==> src/rtl/arm_core_pkg.sv <==
// Shared definitions for the ARM-style core front end: fetch state encoding,
// PC step constants and the branch target helper.
package arm_core_pkg;

  typedef enum logic [1:0] {
    StIdle,
    StFetch,
    StHold,
    StDrain
  } state_e;

  localparam logic [31:0] PC_INCR         = 32'd4;
  localparam logic [31:0] R15_READ_OFFSET = 32'd8;

  // Offset is a signed word count; the result wraps modulo 2^32.
  function automatic logic [31:0] branch_target(input logic [31:0] pc,
                                                input logic [23:0] offset24);
    return pc + R15_READ_OFFSET + {{6{offset24[23]}}, offset24, 2'b00};
  endfunction

endpackage

==> src/rtl/pc_target_calc.sv <==
// Combinational PC arithmetic: branch target, word-aligned R15 write target
// and the PC+8 value read back as R15.
module pc_target_calc
  import arm_core_pkg::*;
(
  input  logic [31:0] instr_pc_i,
  input  logic [23:0] branch_offset_i,
  input  logic [31:0] reg_pc_data_i,
  output logic [31:0] branch_target_o,
  output logic [31:0] reg_target_o,
  output logic [31:0] pc_plus8_o
);

  always_comb begin
    branch_target_o = branch_target(instr_pc_i, branch_offset_i);
    reg_target_o    = {reg_pc_data_i[31:2], 2'b00};
    pc_plus8_o      = instr_pc_i + R15_READ_OFFSET;
  end

endmodule

==> src/rtl/fetch_pc_unit.sv <==
// Program counter owner and instruction fetcher: req/ack fetch from imem,
// valid/ready hand-off to decode, branch and R15-write redirects.
module fetch_pc_unit
  import arm_core_pkg::*;
#(
  parameter logic [31:0] RESET_PC = 32'h0000_0000
) (
  input  logic        clk,
  input  logic        reset,
  output logic        imem_req,
  output logic [31:0] imem_addr,
  input  logic        imem_ack,
  input  logic [31:0] imem_rdata,
  output logic [31:0] instr,
  output logic [31:0] instr_pc,
  output logic        instr_valid,
  input  logic        instr_ready,
  input  logic        branch_taken,
  input  logic [23:0] branch_offset,
  input  logic        branch_link,
  input  logic        reg_pc_write,
  input  logic [31:0] reg_pc_data,
  output logic [31:0] pc_plus8,
  output logic [31:0] link_addr,
  output logic        link_valid
);

  state_e      state_q, state_d;
  logic [31:0] fetch_pc_q, fetch_pc_d;
  logic [31:0] redirect_pc_q, redirect_pc_d;
  logic [31:0] instr_q, instr_d;
  logic [31:0] instr_pc_q, instr_pc_d;
  logic        instr_valid_q, instr_valid_d;
  logic [31:0] link_addr_q, link_addr_d;
  logic        link_valid_q, link_valid_d;

  logic [31:0] br_target;
  logic [31:0] reg_target;

  pc_target_calc u_pc_target_calc (
    .instr_pc_i      (instr_pc_q),
    .branch_offset_i (branch_offset),
    .reg_pc_data_i   (reg_pc_data),
    .branch_target_o (br_target),
    .reg_target_o    (reg_target),
    .pc_plus8_o      (pc_plus8)
  );

  always_comb begin
    state_d       = state_q;
    fetch_pc_d    = fetch_pc_q;
    redirect_pc_d = redirect_pc_q;
    instr_d       = instr_q;
    instr_pc_d    = instr_pc_q;
    instr_valid_d = instr_valid_q;
    link_addr_d   = link_addr_q;
    link_valid_d  = 1'b0;

    unique case (state_q)
      StIdle: state_d = StFetch;

      StFetch: begin
        if (reg_pc_write) begin
          // An ack in the same cycle is simply dropped; refetch from the target.
          if (imem_ack) begin
            fetch_pc_d = reg_target;
          end else begin
            redirect_pc_d = reg_target;
            state_d       = StDrain;
          end
        end else if (imem_ack) begin
          instr_d       = imem_rdata;
          instr_pc_d    = fetch_pc_q;
          instr_valid_d = 1'b1;
          fetch_pc_d    = fetch_pc_q + PC_INCR;
          state_d       = StHold;
        end
      end

      StHold: begin
        if (reg_pc_write) begin
          // R15 write beats a simultaneous branch and kills any link pulse.
          instr_valid_d = 1'b0;
          fetch_pc_d    = reg_target;
          state_d       = StFetch;
        end else if (instr_ready) begin
          instr_valid_d = 1'b0;
          state_d       = StFetch;
          if (branch_taken) begin
            fetch_pc_d = br_target;
            if (branch_link) begin
              link_valid_d = 1'b1;
              link_addr_d  = instr_pc_q + PC_INCR;
            end
          end
        end
      end

      StDrain: begin
        if (reg_pc_write) begin
          redirect_pc_d = reg_target;
        end
        if (imem_ack) begin
          fetch_pc_d = reg_pc_write ? reg_target : redirect_pc_q;
          state_d    = StFetch;
        end
      end

      default: state_d = StIdle;
    endcase
  end

  always_ff @(posedge clk) begin
    if (reset) begin
      state_q       <= StIdle;
      fetch_pc_q    <= RESET_PC;
      redirect_pc_q <= '0;
      instr_q       <= '0;
      instr_pc_q    <= '0;
      instr_valid_q <= 1'b0;
      link_addr_q   <= '0;
      link_valid_q  <= 1'b0;
    end else begin
      state_q       <= state_d;
      fetch_pc_q    <= fetch_pc_d;
      redirect_pc_q <= redirect_pc_d;
      instr_q       <= instr_d;
      instr_pc_q    <= instr_pc_d;
      instr_valid_q <= instr_valid_d;
      link_addr_q   <= link_addr_d;
      link_valid_q  <= link_valid_d;
    end
  end

  always_comb begin
    imem_req  = (state_q == StFetch) || (state_q == StDrain);
    imem_addr = imem_req ? fetch_pc_q : '0;
  end

  assign instr       = instr_q;
  assign instr_pc    = instr_pc_q;
  assign instr_valid = instr_valid_q;
  assign link_addr   = link_addr_q;
  assign link_valid  = link_valid_q;

endmodule

==> config.mk <==
export PLATFORM = sky130hd
export DESIGN_NAME = fetch_pc_unit
export DESIGN_NICKNAME = d
export VERILOG_FILES = /design/src/rtl/arm_core_pkg.sv /design/src/rtl/pc_target_calc.sv /design/src/rtl/fetch_pc_unit.sv
export SDC_FILE = /design/constraint.sdc
export NUM_CORES = 1
export LEC_CHECK = 0
export ABC_CLOCK_PERIOD_IN_PS = 3300
export BUFFER_PORTS_ARGS = -buffer_cell sky130_fd_sc_hd__buf_2
export CAP_MARGIN = 20
export CORE_MARGIN = 2
export CORE_UTILIZATION = 25
export DETAILED_ROUTE_END_ITERATION = 16
export PLACE_DENSITY = 0.42
export SETUP_SLACK_MARGIN = 0.05
export SLEW_MARGIN = 10
export SYNTH_ARGS = -nofsm -noshare
export SYNTH_HDL_FRONTEND = slang
export SYNTH_SLANG_ARGS = --single-unit
export TNS_END_PERCENT = 5
==> constraint.sdc <==
create_clock -name clk -period 3.3 [get_ports clk]
set_input_delay 0.165 -clock clk [delete_from_list [all_inputs] [get_ports clk]]
set_output_delay 0.165 -clock clk [all_outputs]
set_load 0.05 [all_outputs]
==> impl_metrics.ini, run 1 <==
[cts]
clk_latency_ps = 450
clock-root-buffer = clkbuf_16
htree_levels = 4
clock_sinks = 164
cts_tree = built
clkTransAtPathRegs_ps = 70
clockBufferDepth = 2
cts_buffers = 17

[layout]
layout.cells.non_filler = 2208
postLayoutCellArea_sq_um = 14400
fillCellCount = 4172
nets = 1808
utilization_pct = 37.1
drive_gt1_share_pct = 31.5
area_delta_synth_final_pct = 46.2

[worst_setup_path]
crit_required_ps = 3660
regToRegStartpoint = instr_pc[3]
r2r_slack_ps = 50
critPathLaunchType = flop
worstPathArrival_ps = 3610
crit_path_end_kind = flop
cp_max_fo = 6
criticalPathCategory = reg2reg
startpoint = instr_pc[3]

[timing]
slew-limit-headroom_pct = 42.6
tns_ps = 0
fin_crit_ps = 3250
fin_crit_sh_pct = 98.5
tightestPinTransition_ps = 861
setup_viol = 0
max_clock_freq_mhz = 308
final.setup_skew_ps = 17.8
hold_violations = 0
rsz0062_at_grt = yes
slew_violations = 0

[synthesis]
syn_nets = 1447
synth_seq_cells = 164
syn_inst = 1314
avgSynthCellArea_sq_um = 7.47
ys_types = 68
yosysWarnings = 0
synth_edf_count = 0
syn_area_sq_um = 9820
async_reset_ff_share_pct = 0
synth_seq_area_share_pct = 33.4
synth_flop_cell = dfxtp_1

[status]
outcome = finished, final reports clean

[route]
vias = 10600
first_pass_iters = 7
drtIter0Drc = 586
wirelength_mm = 40.8
routedWlPerCell_microns = 18.5
drt.antenna.violating_nets = 0
remaining_drc_errors = 0
vias_per_cell = 4.80

[global_route]
grt_max_degree = 78
grt_pass1_wl_mm = 62.3
antenna_found_initial = 3
grt_pass1_vias = 10300
grtUsageTotal_pct = 19.7
overflow = 0

[floorplan]
die_x_microns = 202
die-area_sq_um = 40900
start_util_pct = 25.3
rows = 72
ioPinCount = 258
fp.dieH_microns = 202
coreArea_sq_um = 38700

[power]
power_density_nw_per_um2 = 358
p_leak_nw = 6.02
p_total_mw = 5.14
peakVddDrop_mv = 0.351

[place]
portBuffers = 255
dpl-instance-area_sq_um = 12900
placed_cells = 2109
gp_congestion = 0.852
dp_hpwl_mm = 30.8

[hold_path]
hp-class = in2reg
min_from = branch_link

[flow_run]
cap_viol_max_count = 0
==> cell usage in the layout (no fill, tap or decap), types with 8 or more instances in the layout <==
| cell | netlist | routed |
|---|---|---|
| nor3_1 | 28 | 24 |
| nand2_1 | 264 | 259 |
| ha_1 | 37 | 23 |
| and2_1 | 37 | 37 |
| a221oi_1 | 14 | 14 |
| ha_4 | 0 | 12 |
| nor2b_1 | 9 | 8 |
| o21ai_0 | 45 | 38 |
| xor2_1 | 44 | 34 |
| xnor2_1 | 47 | 33 |
| a21o_1 | 17 | 17 |
| nand4_1 | 18 | 18 |
| clkbuf_16 | 0 | 18 |
| nor2_1 | 110 | 101 |
| dlygate4sd3_1 | 0 | 62 |
| buf_2 | 7 | 254 |
| mux2i_1 | 8 | 8 |
| nand3_1 | 43 | 37 |
| a21oi_1 | 153 | 148 |
| a211oi_1 | 38 | 37 |
| xnor2_4 | 0 | 9 |
| and3_1 | 19 | 17 |
| o21bai_1 | 9 | 9 |
| inv_1 | 9 | 9 |
| dfxtp_1 | 164 | 144 |
| buf_4 | 5 | 116 |
| a22oi_1 | 8 | 8 |
| dfxtp_4 | 0 | 14 |
==> logic make-up (layout without fill, tap and decap cells) <==
family | Yosys count | in the layout | share of synthesized area, %
AOI/OAI and AO/OA | 340 | 340 | 21.7
xor gates and xnor gates | 92 | 92 | 8.40
adders and majority gates | 38 | 38 | 4.92
buffers and inverters | 106 | 480 | 4.38
DFF | 164 | 164 | 33.4
muxes | 10 | 10 | 1.05
other | 0 | 2 | 0
and+or+nand+nor | 564 | 564 | 26.2
==> layout make-up <==
cell class                      count  area, sq um  area share [%]
Multi-Input combinational cell   1044         6830            47.6
Sequential cell                   164         3340            23.3
Timing Repair Buffer              439         2890            20.1
Tap cell                          518          648            4.52
Clock buffer                       19          464            3.23
Clock inverter                     13          144            1.00
Inverter                            9         33.8           0.235
Antenna cell                        2         5.00          0.0349
==> flip-flops by register name, indices dropped and copies added, names as in the netlist <==
signal and count:
instr 32, redirect_pc_q 32, instr_pc 32, fetch_pc_q 32
link_addr 32, state_q 2, instr_valid 1, link_valid 1
==> synthesized netlist by cell type (14+ instances only) <==
| cell type | n | area share (%) |
|---|---|---|
| a211oi_1 | 38 | 2.9 |
| a21o_1 | 17 | 1.3 |
| a21oi_1 | 153 | 7.8 |
| a221oi_1 | 14 | 1.2 |
| and2_1 | 37 | 2.4 |
| and3_1 | 19 | 1.2 |
| clkbuf_1 | 77 | 2.9 |
| dfxtp_1 | 164 | 33 |
| ha_1 | 37 | 4.7 |
| nand2_1 | 264 | 10 |
| nand3_1 | 43 | 2.2 |
| nand4_1 | 18 | 1.1 |
| nor2_1 | 110 | 4.2 |
| nor3_1 | 28 | 1.4 |
| o21ai_0 | 45 | 2.3 |
| xnor2_1 | 47 | 4.2 |
| xor2_1 | 44 | 3.9 |
==> per-stage QoR <==
step,hold slack [ps],worst slack (ps)
finish,64.6,48.0
global route,74.8,-106
CTS,39.0,23.6
detailed placement,411,-23.2
global placement,405,30.5
floorplan,301,-326
==> repair_timing <==
action	CTS	global route
hold endpoints to repair	62	0
setup buffers	1	2
pin swaps	4	11
hold buffers	62	0
endpoints found under the setup margin	7	16
gates resized for setup	9	30
==> worst paths after layout <==
path              cells past startpoint             end
setup / recovery                     15  fetch_pc_q[31]
hold / removal                        3      link_valid
setup reg to reg                     15  fetch_pc_q[31]
hold reg to reg                       2       instr[17]
==> critical path, stage by stage (launching register included) <==
cell	delay, ps
dfxtp_4	380
ha_4	150
nand3_4	120
nor4_4	190
buf_6	180
and3_4	200
and3_4	220
xor2_4	210
ha_4	230
and3_1	160
nor2b_2	180
and3_1	180
a221o_1	320
o21ai_2	150
a21oi_1	90
o31ai_2	200
==> report_power, final <==
group	leakage (nW)	switching, mW	internal, mW	total (mW)
registers	1.34	0.0793	2.03	2.11
clock network	0.296	0.931	1.19	2.12
logic	4.38	0.566	0.341	0.907
==> metal layers <==
| layer | share of wire [%] | GRT usage (%) | vias up |
|---|---|---|---|
| met3 | 4.0 | 3.43 | 24 |
| met4 | 1.4 | 4.48 | 2 |
| met2 | 48 | 33.6 | 245 |
| met1 | 47 | 26.1 | 5039 |
| li1 | - | - | 5299 |
| met5 | 0.032 | 0 | - |
(Power assumes the default switching activity.)
==> inputs of run 2 (changes only) <==
--- a/config.mk
+++ b/config.mk
@@ -11,8 +11,8 @@
 export CORE_MARGIN = 2
 export CORE_UTILIZATION = 25
 export DETAILED_ROUTE_END_ITERATION = 16
-export PLACE_DENSITY = 0.42
 export SETUP_SLACK_MARGIN = 0.05
+export SKIP_CTS_REPAIR_TIMING = 1
 export SLEW_MARGIN = 10
 export SYNTH_ARGS = -nofsm -noshare
 export SYNTH_HDL_FRONTEND = slang
==> impl_metrics.ini, run 2 (synthesis gave the netlist of run 1 again) <==
[status]
outcome = finished, violations left
violations = hold timing

[hold_path]
min_from = reg_pc_data[3]
min_path_cells = 3
min_to = redirect_pc_q[3]
hp-class = in2reg

[cts]
clockBufferDepth = 2
clock-root-buffer = clkbuf_16
clock_sinks = 164
clk_latency_ps = 450
htree_levels = 4
cts_tree = built
cts_buffers = 17
clkTransAtPathRegs_ps = 70

[place]
dp_hpwl_mm = 30.6
gp_congestion = 0.910
dpl-instance-area_sq_um = 12800
portBuffers = 255
placed_cells = 2098
place_ws_ps = -67.5

[layout]
nets = 1799
layout.cells.non_filler = 2198
utilization_pct = 36.6
final_cell_mix = nand2_1, buf_2, a21oi_1
final_common_cell = nand2_1
postLayoutCellArea_sq_um = 14200
area_delta_synth_final_pct = 44.5
drive_gt1_share_pct = 31.1

[worst_setup_path]
r2r_cells = 12
regToRegStartpoint = instr_pc[5]
cp_max_fo = 7
crit_path_end_kind = flop
worstPathArrival_ps = 3570
r2r_slack_ps = 90
criticalPathCategory = reg2reg
critPathLaunchType = flop
crit_required_ps = 3660
r2r-end = fetch_pc_q[30]

[timing]
hold_slack_ps = -21.8
rsz0062_at_grt = yes
slew_violations = 0
setup_viol = 0
hold_violations = 2
slew-limit-headroom_pct = 42.4
tns_ps = 0
final.setup_skew_ps = 14.6
fin_crit_ps = 3210
finalWorstSetupSlack_ps = 88.2
fin_crit_sh_pct = 97.3
tightestPinTransition_ps = 864
max_clock_freq_mhz = 311

[global_route]
grt_pass1_wl_mm = 59.7
grtUsageTotal_pct = 18.9
antenna_found_initial = 3
grt_pass1_vias = 10200
overflow = 0
grt_max_degree = 76

[floorplan]
coreArea_sq_um = 38700
die-area_sq_um = 40900
start_util_pct = 25.3
die_x_microns = 202
rows = 72
ioPinCount = 258
fp.dieH_microns = 202

[route]
vias = 11000
vias_per_cell = 4.98
first_pass_iters = 6
drt.antenna.violating_nets = 0
drtIter0Drc = 923
routedWlPerCell_microns = 18.3
wirelength_mm = 40.1
remaining_drc_errors = 0

[flow_run]
cap_viol_max_count = 0

[power]
power_density_nw_per_um2 = 346
p_clk_share_pct = 38.8
p_comb_share_pct = 18.4
switching_share_pct = 32.0
p_int_mw = 3.34
p_seq_share_pct = 42.9
p_leak_nw = 5.95
peakVddDrop_mv = 0.372
switchingPower_mw = 1.57
-- run 2: power groups by stage --
stage	combinational [mW]	clock, mW	sequential, mW
after global placement	0.819	0	2.15
after global routing	0.976	2.02	2.12
final	0.902	1.90	2.11
after detailed placement	0.828	0	2.15
after floorplan	0.475	0	2.20
after CTS	0.832	1.95	2.11
-- run 2: metrics by stage --
step | hold WS (ps) | total power [mW]
after floorplan | 301 | 2.67
after global placement | 406 | 2.97
after detailed placement | 412 | 2.98
after CTS | -64.6 | 4.89
after global routing | 0.900 | 5.11
final | -21.8 | 4.91
-- run 2: critical path: stages (launching register included) --
cell      delay, ps
dfxtp_4         370
buf_4           150
nand3_1         100
xnor2_1         160
ha_1            350
o21ai_0         140
o21bai_1        360
a21oi_2         130
a21o_1          240
a211oi_4        350
nor2_2          100
or4_1           410
a311oi_1        260
-- run 2: how the worst max path moves through the flow --
stage	startpoint	to	slack, ps	cells after the start
after floorplan	instr_pc[11]	fetch_pc_q[26]	-330	15
after global placement	instr_pc[3]	fetch_pc_q[30]	1	14
after detailed placement	instr_pc[3]	fetch_pc_q[30]	-70	14
after CTS	instr_pc[3]	fetch_pc_q[30]	-120	14
after global routing	instr_pc[3]	fetch_pc_q[30]	-110	14
final	instr_pc[5]	fetch_pc_q[30]	90	12
-- run 2: metal layers --
layer | vias up | GRT usage, % | wire length [microns]
li1 | 5304 | - | -
met1 | 5228 | 24.1 | 17000
met2 | 369 | 31.9 | 19700
met3 | 51 | 3.85 | 2550
met4 | 4 | 6.05 | 889
met5 | - | 0 | 23
-- run 2: layout make-up --
| class | instances | area, sq um |
|---|---|---|
| fillers | 4100 | 24600 |
| multi-input cells | 1044 | 6820 |
| flip-flops and latches | 164 | 3340 |
| repair buffers | 430 | 2800 |
| well taps | 518 | 648 |
| clock buffers | 19 | 433 |
| clock inverters | 13 | 103 |
| inverters | 9 | 33.8 |
| diodes | 1 | 2.50 |
==> inputs of run 3 (changes only) <==
--- a/config.mk
+++ b/config.mk
@@ -5,7 +5,7 @@
 export SDC_FILE = /design/constraint.sdc
 export NUM_CORES = 1
 export LEC_CHECK = 0
-export ABC_CLOCK_PERIOD_IN_PS = 3300
+export ABC_CLOCK_PERIOD_IN_PS = 3800
 export BUFFER_PORTS_ARGS = -buffer_cell sky130_fd_sc_hd__buf_2
 export CAP_MARGIN = 20
 export CORE_MARGIN = 2
@@ -13,7 +13,7 @@
 export DETAILED_ROUTE_END_ITERATION = 16
 export SETUP_SLACK_MARGIN = 0.05
 export SKIP_CTS_REPAIR_TIMING = 1
-export SLEW_MARGIN = 10
+export SLEW_MARGIN = 30
 export SYNTH_ARGS = -nofsm -noshare
 export SYNTH_HDL_FRONTEND = slang
 export SYNTH_SLANG_ARGS = --single-unit
==> constraint.sdc (replaced) <==
create_clock -name clk -period 3.8 [get_ports clk]
set_input_delay 0.19 -clock clk [delete_from_list [all_inputs] [get_ports clk]]
set_output_delay 0.19 -clock clk [all_outputs]
set_load 0.05 [all_outputs]
==> impl_metrics.ini, run 3 (synthesis gave the netlist of run 1 again) <==
[status]
outcome = finished, violations left
violations = hold timing

[floorplan]
rows = 72
coreArea_sq_um = 38700
ioPinCount = 258
die_x_microns = 202
fp.dieH_microns = 202
die-area_sq_um = 40900
start_util_pct = 25.3

[route]
drtIter0Drc = 674
wirelength_mm = 37.9
vias = 10400
remaining_drc_errors = 0
routedWlPerCell_microns = 17.8
vias_per_cell = 4.89
first_pass_iters = 6
drt.antenna.violating_nets = 0

[global_route]
grt_pass1_vias = 9500
grt_pass1_wl_mm = 57.0
grtUsageTotal_pct = 18.0
overflow = 0
grt_max_degree = 124
antenna_found_initial = 17

[worst_setup_path]
regToRegStartpoint = instr_pc[3]
crit_required_ps = 4130
crit_path_end_kind = flop
criticalPathCategory = reg2reg
r2r_cells = 16
r2r-end = fetch_pc_q[28]
worstPathArrival_ps = 3860
critPathLaunchType = flop
startpoint = instr_pc[3]
cp_max_fo = 7
crit_end = fetch_pc_q[28]
r2r_slack_ps = 260

[hold_path]
hp-class = in2reg
min_from = imem_rdata[18]

[cts]
htree_levels = 4
clk_latency_ps = 440
clkTransAtPathRegs_ps = 70
cts_buffers = 17
clock_sinks = 164
clock-root-buffer = clkbuf_16
clockBufferDepth = 2
cts_tree = built

[timing]
fin_crit_sh_pct = 93.1
slew_violations = 0
fin_crit_ps = 3540
setup_viol = 0
hold_slack_ps = -7.30
rsz0062_at_grt = yes
final.setup_skew_ps = 7.60
tns_ps = 0
tightestPinTransition_ps = 913
hold_violations = 2
max_clock_freq_mhz = 283
slew-limit-headroom_pct = 39.1

[power]
p_int_mw = 3.00
power_density_nw_per_um2 = 325
p_clk_share_pct = 40.9
switchingPower_mw = 1.35
p_leak_nw = 5.58
p_comb_share_pct = 16.9
peakVddDrop_mv = 0.350
p_seq_share_pct = 42.2
switching_share_pct = 31.0
p_total_mw = 4.35

[layout]
final_common_cell = nand2_1
drive_gt1_share_pct = 27.0
utilization_pct = 34.5
area_delta_synth_final_pct = 36.3
fillCellCount = 4048
final_cell_mix = nand2_1, buf_2, a21oi_1
nets = 1727

[place]
dp_hpwl_mm = 28.5
portBuffers = 255
gp_congestion = 0.844

[flow_run]
cap_viol_max_count = 0
-- run 3: cell types whose count changed in the layout (fill, tap and decap cells not counted), moves of 5 or more --
cell and change:
buf_4 -55, dlygate4sd3_1 -15, dfxtp_2 +7, dfxtp_4 -7
o21ai_0 +7, a21oi_1 +6, a21oi_2 -6, nor2_1 +6
diode_2 +5, ha_4 -5
-- run 3: area by class of cell --
class,instances,area (sq um),share of cell area [%]
diodes,6,15.0,0.112
clock buffers,18,429,3.21
clock inverters,14,155,1.16
inverters,9,33.8,0.253
multi-input cells,1044,6570,49.1
flip-flops and latches,164,3330,24.9
well taps,518,648,4.84
repair buffers,358,2200,16.5
-- run 3: power groups by stage --
stage / Clock, mW / Combinational [mW] / Sequential, mW
floorplan: 0 / 0.408 / 1.91
global placement: 0 / 0.682 / 1.88
detailed placement: 0 / 0.689 / 1.88
CTS: 1.83 / 0.693 / 1.84
global route: 1.91 / 0.796 / 1.85
finish: 1.78 / 0.735 / 1.84
-- run 3: worst min-delay path by stage --
stage | to | slack [ps] | cells after the start
after floorplan | redirect_pc_q[10] | 330 | 2
after global placement | instr[14] | 430 | 3
after detailed placement | instr[20] | 430 | 3
after CTS | instr[21] | -50 | 3
after global routing | instr[17] | -0.6 | 3
final | instr[18] | -7 | 3
-- run 3: layer usage --
metal  part of all wire (%)  GRT usage (%)  wire [microns]
met2                     44           28.2           16900
met5                   0.33              0             125
met4                    1.4           4.01             525
met1                     46           23.9           17500
met3                    7.6           6.40            2890
-- run 3: per-stage QoR --
stage / instances / setup slack [ps] / instance area (sq um)
6_report: 2131 / 263 / 13400
5_1_grt: 2126 / 37.7 / 13400
4_1_cts: 2082 / 167 / 12900
3_5_place_dp: 2050 / 214 / 12300
3_3_place_gp: 2050 / 235 / 12300
2_1_floorplan: 1314 / 2.62 / 10300
-- run 3: critical path, cell delays in order (launching register included) --
cell      delay, ps
dfxtp_4         400
ha_1            230
nand3_4         130
nor4_4          160
buf_4           180
buf_4           170
nand3_1         130
xnor2_2         270
ha_2            380
a21o_1          220
a21oi_1         190
o21ai_0         140
a31oi_1         210
nor2b_1          60
a311o_1         350
nand3_1         100
o211ai_1         90
